**src/rtl/alu_shift_pkg.sv**
```systemverilog
// Shared definitions for the ALU bit-shift group: widths and the state
// encoding used by the sequential shifters.
package alu_shift_pkg;
    localparam int SHIFT_WIDTH = 20;
    localparam int SHIFT_AMT_W = 4;

    typedef enum logic {
        IDLE  = 1'b0,
        SHIFT = 1'b1
    } shift_state_t;
endpackage

```
**src/rtl/shift_right_step.sv**
```systemverilog
// Combinational one-position right shift; the vacated MSB takes the fill bit.
module shift_right_step #(
    parameter int WIDTH = 20
) (
    input  logic [WIDTH-1:0] din,
    input  logic             fill,
    output logic [WIDTH-1:0] dout
);
    assign dout[WIDTH-1] = fill;

    generate
        for (genvar gi = 0; gi < WIDTH - 1; gi++) begin : g_bit
            assign dout[gi] = din[gi+1];
        end
    endgenerate
endmodule

```
**src/rtl/shift_right_seq.sv**
```systemverilog
// Iterative logical/arithmetic right shifter: one bit per clock, with a
// start/busy/done handshake and a result register that holds until the next completion.
module shift_right_seq
    import alu_shift_pkg::*;
#(
    parameter int WIDTH = SHIFT_WIDTH,
    parameter int SHW   = SHIFT_AMT_W
) (
    input  logic             clk,
    input  logic             rst,
    input  logic             start,
    input  logic             arith,
    input  logic [WIDTH-1:0] a,
    input  logic [SHW-1:0]   b,
    output logic             busy,
    output logic             done,
    output logic [WIDTH-1:0] c
);
    shift_state_t     state_reg, state_next;
    logic [WIDTH-1:0] work_reg, work_next;
    logic [SHW-1:0]   cnt_reg, cnt_next;
    logic             fill_reg, fill_next;
    logic [WIDTH-1:0] c_reg, c_next;
    logic             busy_reg, busy_next;
    logic             done_reg, done_next;
    logic [WIDTH-1:0] work_shifted;

    shift_right_step #(.WIDTH(WIDTH)) u_step (
        .din  (work_reg),
        .fill (fill_reg),
        .dout (work_shifted)
    );

    always_ff @(posedge clk or posedge rst) begin
        if (rst) begin
            state_reg <= IDLE;
            work_reg  <= '0;
            cnt_reg   <= '0;
            fill_reg  <= 1'b0;
            c_reg     <= '0;
            busy_reg  <= 1'b0;
            done_reg  <= 1'b0;
        end else begin
            state_reg <= state_next;
            work_reg  <= work_next;
            cnt_reg   <= cnt_next;
            fill_reg  <= fill_next;
            c_reg     <= c_next;
            busy_reg  <= busy_next;
            done_reg  <= done_next;
        end
    end

    always_comb begin
        state_next = state_reg;
        work_next  = work_reg;
        cnt_next   = cnt_reg;
        fill_next  = fill_reg;
        c_next     = c_reg;
        busy_next  = busy_reg;
        done_next  = 1'b0;

        case (state_reg)
            IDLE: begin
                // A start in the done cycle is accepted, giving back-to-back operation.
                if (start) begin
                    work_next  = a;
                    cnt_next   = b;
                    fill_next  = arith & a[WIDTH-1];
                    state_next = SHIFT;
                    busy_next  = 1'b1;
                end
            end
            SHIFT: begin
                if (cnt_reg == '0) begin
                    c_next     = work_reg;
                    done_next  = 1'b1;
                    busy_next  = 1'b0;
                    state_next = IDLE;
                end else begin
                    work_next = work_shifted;
                    cnt_next  = cnt_reg - SHW'(1);
                end
            end
            default: begin
                state_next = IDLE;
                busy_next  = 1'b0;
            end
        endcase
    end

    assign busy = busy_reg;
    assign done = done_reg;
    assign c    = c_reg;
endmodule
```
**config.mk**
```make
export PLATFORM = sky130hd
export DESIGN_NAME = shift_right_seq
export DESIGN_NICKNAME = d
export VERILOG_FILES = /design/src/rtl/alu_shift_pkg.sv /design/src/rtl/shift_right_step.sv /design/src/rtl/shift_right_seq.sv
export SDC_FILE = /design/constraint.sdc
export NUM_CORES = 1
export LEC_CHECK = 0
export BUFFER_PORTS_ARGS = -buffer_cell sky130_fd_sc_hd__buf_4
export CORE_MARGIN = 3
export CORE_UTILIZATION = 45
export DETAILED_ROUTE_END_ITERATION = 10
export HOLD_SLACK_MARGIN = 0.08
export PLACE_DENSITY = 0.65
export SYNTH_ARGS = -nofsm -noshare
export SYNTH_HDL_FRONTEND = slang
export SYNTH_SLANG_ARGS = --single-unit
export TNS_END_PERCENT = 1
```
**constraint.sdc**
```tcl
create_clock -name clk -period 2.2 [get_ports clk]
set_input_delay 0.22 -clock clk [delete_from_list [all_inputs] [get_ports clk]]
set_output_delay 0.22 -clock clk [all_outputs]
set_load 0.02 [all_outputs]
```
==> key figures, run 1 <==
Final layout
  – Share of layout cells above drive strength 1: a little over three fifths
  – N_diodes: 0
  – Reg area: between 1000 and 1500 um^2
  – Multi-input logic area: roughly 930 um^2
  – Fillers: roughly 350
  – NumNets Final: between 200 and 250
  – Area Growth Syn to Fin: 26.5%

Global routing
  – Initial antenna violation count: 0
  – Vias in the first global route: around 1400
  – GRT Residual Overflow: 0
  – Largest net degree at the start of global routing: between 40 and 50
  – First-pass GRT wire length: slightly below 7000 um
  – Gr usage total: ~16%

Die
  – # rows: 24
  – Die area: around 5700 um^2
  – Starting density of the core: around half
  – Die width: 75.5 um
  – Vert. Die Dim: between 70 and 80 um
  – Core ar.: roughly 4500 um^2
  – Ports: 50

STA
  – Slew HR: a little under half
  – Min Clock Period, post-route: between 1500 and 2000 ps
  – Hold WS: 82.0 ps
  – Count of final setup violators: 0
  – Max Slew Vio Count: 0
  – Fmax: about 0.54 GHz
  – Slew at the pin closest to its max-slew limit: 820 ps
  – Final Cycle Share: between 80 and 90%
  – Fin Clk Skew: ~8.5 ps
  – Fin. Hold Viols: 0
  – Setup TNS: 0 ps
  – Unrepaired setup endpoints after global routing: no

Power and ir drop
  – LEAKAGE: around 1.4 nW
  – Power density over the cells: 1600 nW/um^2
  – VDD IR max: roughly 0.00073 V

Clocking
  – Post-CTS Resized: 0
  – CTS Buf Count: 5
  – Clk buf depth: 2
  – Hold buffers post-CTS: 0
  – Reg clk slew, reported paths: around 90 ps
  – Worst skew pair latency: roughly 300 ps
  – H-tree depth: 2
  – CTS tree: yes
  – Root Driver: clkbuf_8
  – CTS Sinks: 48
  – Post-CTS Setup Inserts: 0

Worst setup path
  – Critical path fanouts, max: 14
  – CP arrival: about 2000 ps
  – CP endpoint kind: flip-flop
  – WP data required: approximately 2400 ps
  – Setup crit start kind: flip-flop
  – Crit Path Category: flip-flop to flip-flop

Routing
  – Initial DRC Count: 33
  – Vias per cell: just over 5
  – Final routed DRC violation total: 0
  – Via count: between 1000 and 1500
  – Detailed Route WL: around 4100 um
  – Drt pass-1 iters: 4
  – Wirelength per Cell: approximately 16 um
  – DRT antenna net count: 0

Yosys
  – Post-Syn Area: 2170 um^2
  – Synthesized instance count: about 150
  – Sequential share of the synthesized area: between 50% and 60%
  – Net Count, Synth: between 150 and 200
  – Synth warn: 0
  – Post-Syn Area per Cell: between 10 and 15 um^2
  – Register bit total from synthesis: 48
  – Synth unique cells: 20

Placed design
  – GPL Wtd Cong: ~0.72
  – Port bufs: 49
  – DPL Wire Length: between 2000 and 3000 um

Hold path
  – Worst Hold Class: primary input to async pin

Run status
  – Run status: finished, final reports clean

Run
  – Total of max-cap violations: 0
-- final timing paths --
path / startpoint / endpoint / slack, ps / cells past startpoint
worst max register to register: cnt_reg[0]$_DFFE_PP0P_ / c[7]$_DFFE_PP0P_ / 360 / 5
worst min-delay path: rst / work_reg[19]$_DFFE_PP0P_ / 80 / 2
worst max-delay path: cnt_reg[0]$_DFFE_PP0P_ / c[7]$_DFFE_PP0P_ / 360 / 5
worst min register to register: fill_reg$_DFFE_PP0P_ / fill_reg$_DFFE_PP0P_ / 490 / 2
min in group clk: arith / fill_reg$_DFFE_PP0P_ / 190 / 3
max in group asynchronous: rst / state_reg$_DFF_PP0_ / 1520 / 3
-- cell type report --
type / instances / area share (%)
flip-flops and latches: 48 / 43.7
multi-input cells: 85 / 33.7
clock buffers: 5 / 2.50
inverters: 4 / 0.546
clock inverters: 3 / 1.55
repair buffers: 56 / 15.7
well taps: 52 / 2.36
-- report_power, final --
part	internal (mW)	switching, mW	leakage (nW)	total, mW
registers	1.32	0.292	0.589	1.61
clock network	0.336	0.292	0.0541	0.629
logic	1.30	0.871	0.736	2.17
-- cells in the final DEF, fill, tap and decap left out, types with 2 or more instances in the layout --
cell type | Yosys | final
buf_4 | 0 | 55
dfrtp_1 | 48 | 48
mux2_2 | 43 | 43
mux2_4 | 17 | 17
clkbuf_8 | 0 | 5
mux2i_1 | 4 | 4
inv_1 | 4 | 3
nand2_1 | 3 | 3
nor2_1 | 2 | 2
nand2b_1 | 2 | 2
a21oi_1 | 2 | 2
o21ai_0 | 2 | 2
nor2b_1 | 2 | 2
a211oi_1 | 2 | 2
-- cells in the mapped netlist --
cell,count,area share [%]
nand2b_1,2,0.58
o21ai_0,2,0.46
nand2_1,3,0.52
a31oi_1,1,0.29
nor2_1,2,0.35
a211oi_1,2,0.69
nor2_2,1,0.29
buf_6,2,1.0
nor4bb_1,1,0.46
dfrtp_1,48,55
nor2b_1,2,0.58
mux2i_1,4,1.8
inv_1,4,0.69
a21oi_1,2,0.46
nand3b_1,1,0.35
mux2_4,17,12
ha_1,1,0.58
mux2_2,43,22
buf_2,6,1.4
nor3_1,1,0.23
-- through the flow --
| step | power, mW | instances | util [%] | setup slack [ps] | area [um^2] |
|---|---|---|---|---|---|
| final | 4.41 | 253 | 61.1 | 362 | 2750 |
| after global routing | 4.69 | 253 | 61.1 | 243 | 2750 |
| after global placement | 3.77 | 245 | 58.6 | 482 | 2640 |
| after floorplan | 3.16 | 145 | - | 505 | 2170 |
| after CTS | 4.47 | 253 | 61.1 | 353 | 2750 |
| after detailed placement | 3.83 | 245 | 58.6 | 376 | 2640 |
-- routing by layer --
metal	track usage (%)	routed length [um]
met5	0	0
met4	4.66	40
met3	4.62	213
met2	26.4	2080
met1	20.2	1810
-- logic make-up after synthesis --
kind of cell               after synthesis  share of synthesized area, %
buffers and inverters                   12                          3.11
AOI/OAI and AO/OA                        7                          1.90
muxes                                   64                          35.8
adders and majority gates                1                         0.575
and+or+nand+nor                         13                          3.34
DFF                                     48                          55.2
-- critical path, stage by stage, from the launching register on --
cell      delay (ps)
dfrtp_1          390
inv_1            100
ha_1             240
nor4bb_4         340
buf_4            300
mux2_2           360
Note: power is estimated with default switching activity, not from simulation.
==> run 2, diff against run 1 <==
--- a/config.mk
+++ b/config.mk
@@ -10,7 +10,7 @@
 export CORE_UTILIZATION = 45
 export DETAILED_ROUTE_END_ITERATION = 10
 export HOLD_SLACK_MARGIN = 0.08
-export PLACE_DENSITY = 0.65
+export PLACE_DENSITY = 0.67
 export SYNTH_ARGS = -nofsm -noshare
 export SYNTH_HDL_FRONTEND = slang
 export SYNTH_SLANG_ARGS = --single-unit
==> constraint.sdc (replaced) <==
create_clock -name clk -period 1.49 [get_ports clk]
set_input_delay 0.149 -clock clk [delete_from_list [all_inputs] [get_ports clk]]
set_output_delay 0.149 -clock clk [all_outputs]
set_load 0.02 [all_outputs]
==> key figures, run 2 (synthesis gave the netlist of run 1 again) <==
Run status
  – Run status: finished with violations
  – Failing checks: negative setup slack

Hold path
  – Worst Hold Class: primary input to flip-flop
  – Hold EP: fill_reg$_DFFE_PP0P_
  – WHS Path Cells: 3
  – HP Start: a[19]

Final layout
  – Final Cell Area: approximately 2900 um^2
  – NumNets Final: approximately 240
  – Multi-input logic area: around 950 um^2
  – N_diodes: 0
  – Fillers: about 350
  – Reg area: 1200 um^2
  – Area Growth Syn to Fin: 32.3%
  – Share of layout cells above drive strength 1: between 60% and 70%
  – Final core occ: ~64%
  – Commonest non-fill, non-tap cell in the layout: buf_4
  – Most frequent cells in the layout: 60 x buf_4, 48 x dfrtp_1, 40 x mux2_2, 20 x mux2_4, 5 x clkbuf_8

Die
  – Die area: 5700 um^2
  – Starting density of the core: roughly 48%
  – Vert. Die Dim: around 76 um
  – Ports: 50
  – Die width: ~76 um
  – # rows: 24
  – Core ar.: roughly 4500 um^2

Placed design
  – GPL Wtd Cong: 0.707
  – Area after DPL: 2720 um^2
  – DPL Wire Length: 3080 um
  – Port bufs: 49

Routing
  – Initial DRC Count: 102
  – Vias per cell: 5.11
  – Drt pass-1 iters: 5
  – DRT antenna net count: 0
  – Wirelength per Cell: roughly 16 um
  – Detailed Route WL: 4210 um
  – Via count: about 1300
  – Final routed DRC violation total: 0

Global routing
  – Largest net degree at the start of global routing: 27
  – First-pass GRT wire length: between 6000 and 7000 um
  – Vias in the first global route: about 1500
  – GRT Residual Overflow: 0
  – Met1 track demand over resource: between 10% and 20%
  – Initial antenna violation count: 0
  – Met2 usage in global routing: between 20% and 30%
  – GRT busiest layer: met2
  – Met3 usage: ~4.0%
  – Gr usage total: about 16%

Worst setup path
  – Worst r2r dst: work_reg[13]$_DFFE_PP0P_
  – Critical path startpoint: cnt_reg[0]$_DFFE_PP0P_
  – CP arrival: between 1500 and 2000 ps
  – Critical path fanouts, max: 14
  – Setup crit start kind: flip-flop
  – Reg2reg start: cnt_reg[0]$_DFFE_PP0P_
  – WP data required: between 1500 and 2000 ps
  – Flop2flop setup slack: -150 ps
  – CP endpoint kind: flip-flop
  – Worst reg-to-reg path cell count: 7
  – Crit Path Category: flip-flop to flip-flop

Power and ir drop
  – Power density over the cells: 2380 nW/um^2
  – Sw Share: about 32%
  – Combinational share of power: between 50% and 60%
  – P_sw: 2.22 mW
  – P_int: 4.62 mW
  – Clock power share: between 10% and 20%
  – Part of the power in registers: 34.5%
  – VDD IR max: 0.00114 V
  – LEAKAGE: 1.45 nW

Clocking
  – Worst skew pair latency: ~300 ps
  – CTS Sinks: 48
  – CTS Buf Count: 5
  – H-tree depth: 2
  – Root Driver: clkbuf_8
  – CTS tree: yes
  – Reg clk slew, reported paths: 90 ps
  – Clk buf depth: 2

STA
  – Unrepaired setup endpoints after global routing: yes
  – Max Slew Vio Count: 0
  – Final worst slack: -151 ps
  – Final Cycle Share: 110%
  – Slew HR: between 70% and 80%
  – Count of final setup violators: between 40 and 50
  – Fmax: 0.609 GHz
  – Min Clock Period, post-route: ~1600 ps
  – Fin. Hold Viols: 0
  – Slew at the pin closest to its max-slew limit: roughly 340 ps
  – Fin Clk Skew: ~6.5 ps
  – Hold WS: approximately 120 ps

Run
  – Total of max-cap violations: 0
==> run 2: changes by cell type in the layout (fill, tap and decap cells not counted) <==
cell	change
buf_12	+1
buf_4	+5
buf_6	+3
dlygate4sd3_1	+1
ha_1	-1
ha_4	+1
inv_1	-2
inv_2	+2
mux2_2	-3
mux2_4	+3
==> run 2: per-layer routing <==
metal  vias up  wire length, um  share of wire [%]
met5         -                0                  0
met4         0               61                1.4
met3         4              209                5.0
met2        34             2130                 51
met1       668             1810                 43
li1        639                -                  -
==> run 2: area by class of cell <==
cell class | instances | share of cell area, %
sequential | 48 | 41.8
multi-input combinational | 85 | 33.0
timing repair buffer | 66 | 18.6
clock buffer | 5 | 2.39
tap | 52 | 2.26
clock inverter | 3 | 1.48
inverter | 4 | 0.522
==> run 2: power groups by stage <==
stage / sequential [mW] / clock (mW) / combinational (mW)
final: 2.36 / 0.926 / 3.55
after global routing: 2.44 / 0.996 / 3.83
after CTS: 2.36 / 0.958 / 3.61
after detailed placement: 2.37 / 0 / 3.48
after global placement: 2.35 / 0 / 3.38
after floorplan: 2.61 / 0 / 2.10
==> run 2: what timing repair did <==
item / 4_1_cts / 5_1_grt
resized for setup: 8 / 0
hold buffers: 1 / 0
buffers inserted: 1 / 0
cloned: 0 / 0
endpoints found under the setup margin: 42 / 42
hold endpoints to repair: 48 / 0
pin swaps: 0 / 1
==> run 2: how the worst max path moves through the flow <==
stage / end / slack, ps / cells after the start
6_report: work_reg[13]$_DFFE_PP0P_ / -150 / 7
5_1_grt: work_reg[13]$_DFFE_PP0P_ / -210 / 7
4_1_cts: work_reg[13]$_DFFE_PP0P_ / -160 / 7
3_5_place_dp: c[7]$_DFFE_PP0P_ / -220 / 5
2_1_floorplan: work_reg[10]$_DFFE_PP0P_ / -120 / 7
3_3_place_gp: c[3]$_DFFE_PP0P_ / -170 / 5
==> run 2: per-stage QoR <==
step	setup slack (ps)	std cells	total power, mW	setup TNS, ps
floorplan	-122	145	4.71	-3660
global placement	-171	253	5.72	-4340
detailed placement	-219	253	5.85	-5740
CTS	-158	263	6.92	-4240
global route	-209	263	7.27	-7440
finish	-151	263	6.84	-4330
==> run 2: worst max-delay path, cell delays in order (launching register included) <==
cell      delay, ps
dfrtp_1         370
inv_2            60
ha_4            160
nor4bb_4        140
buf_4           150
nor2_4          150
buf_12          190
mux2_4          310
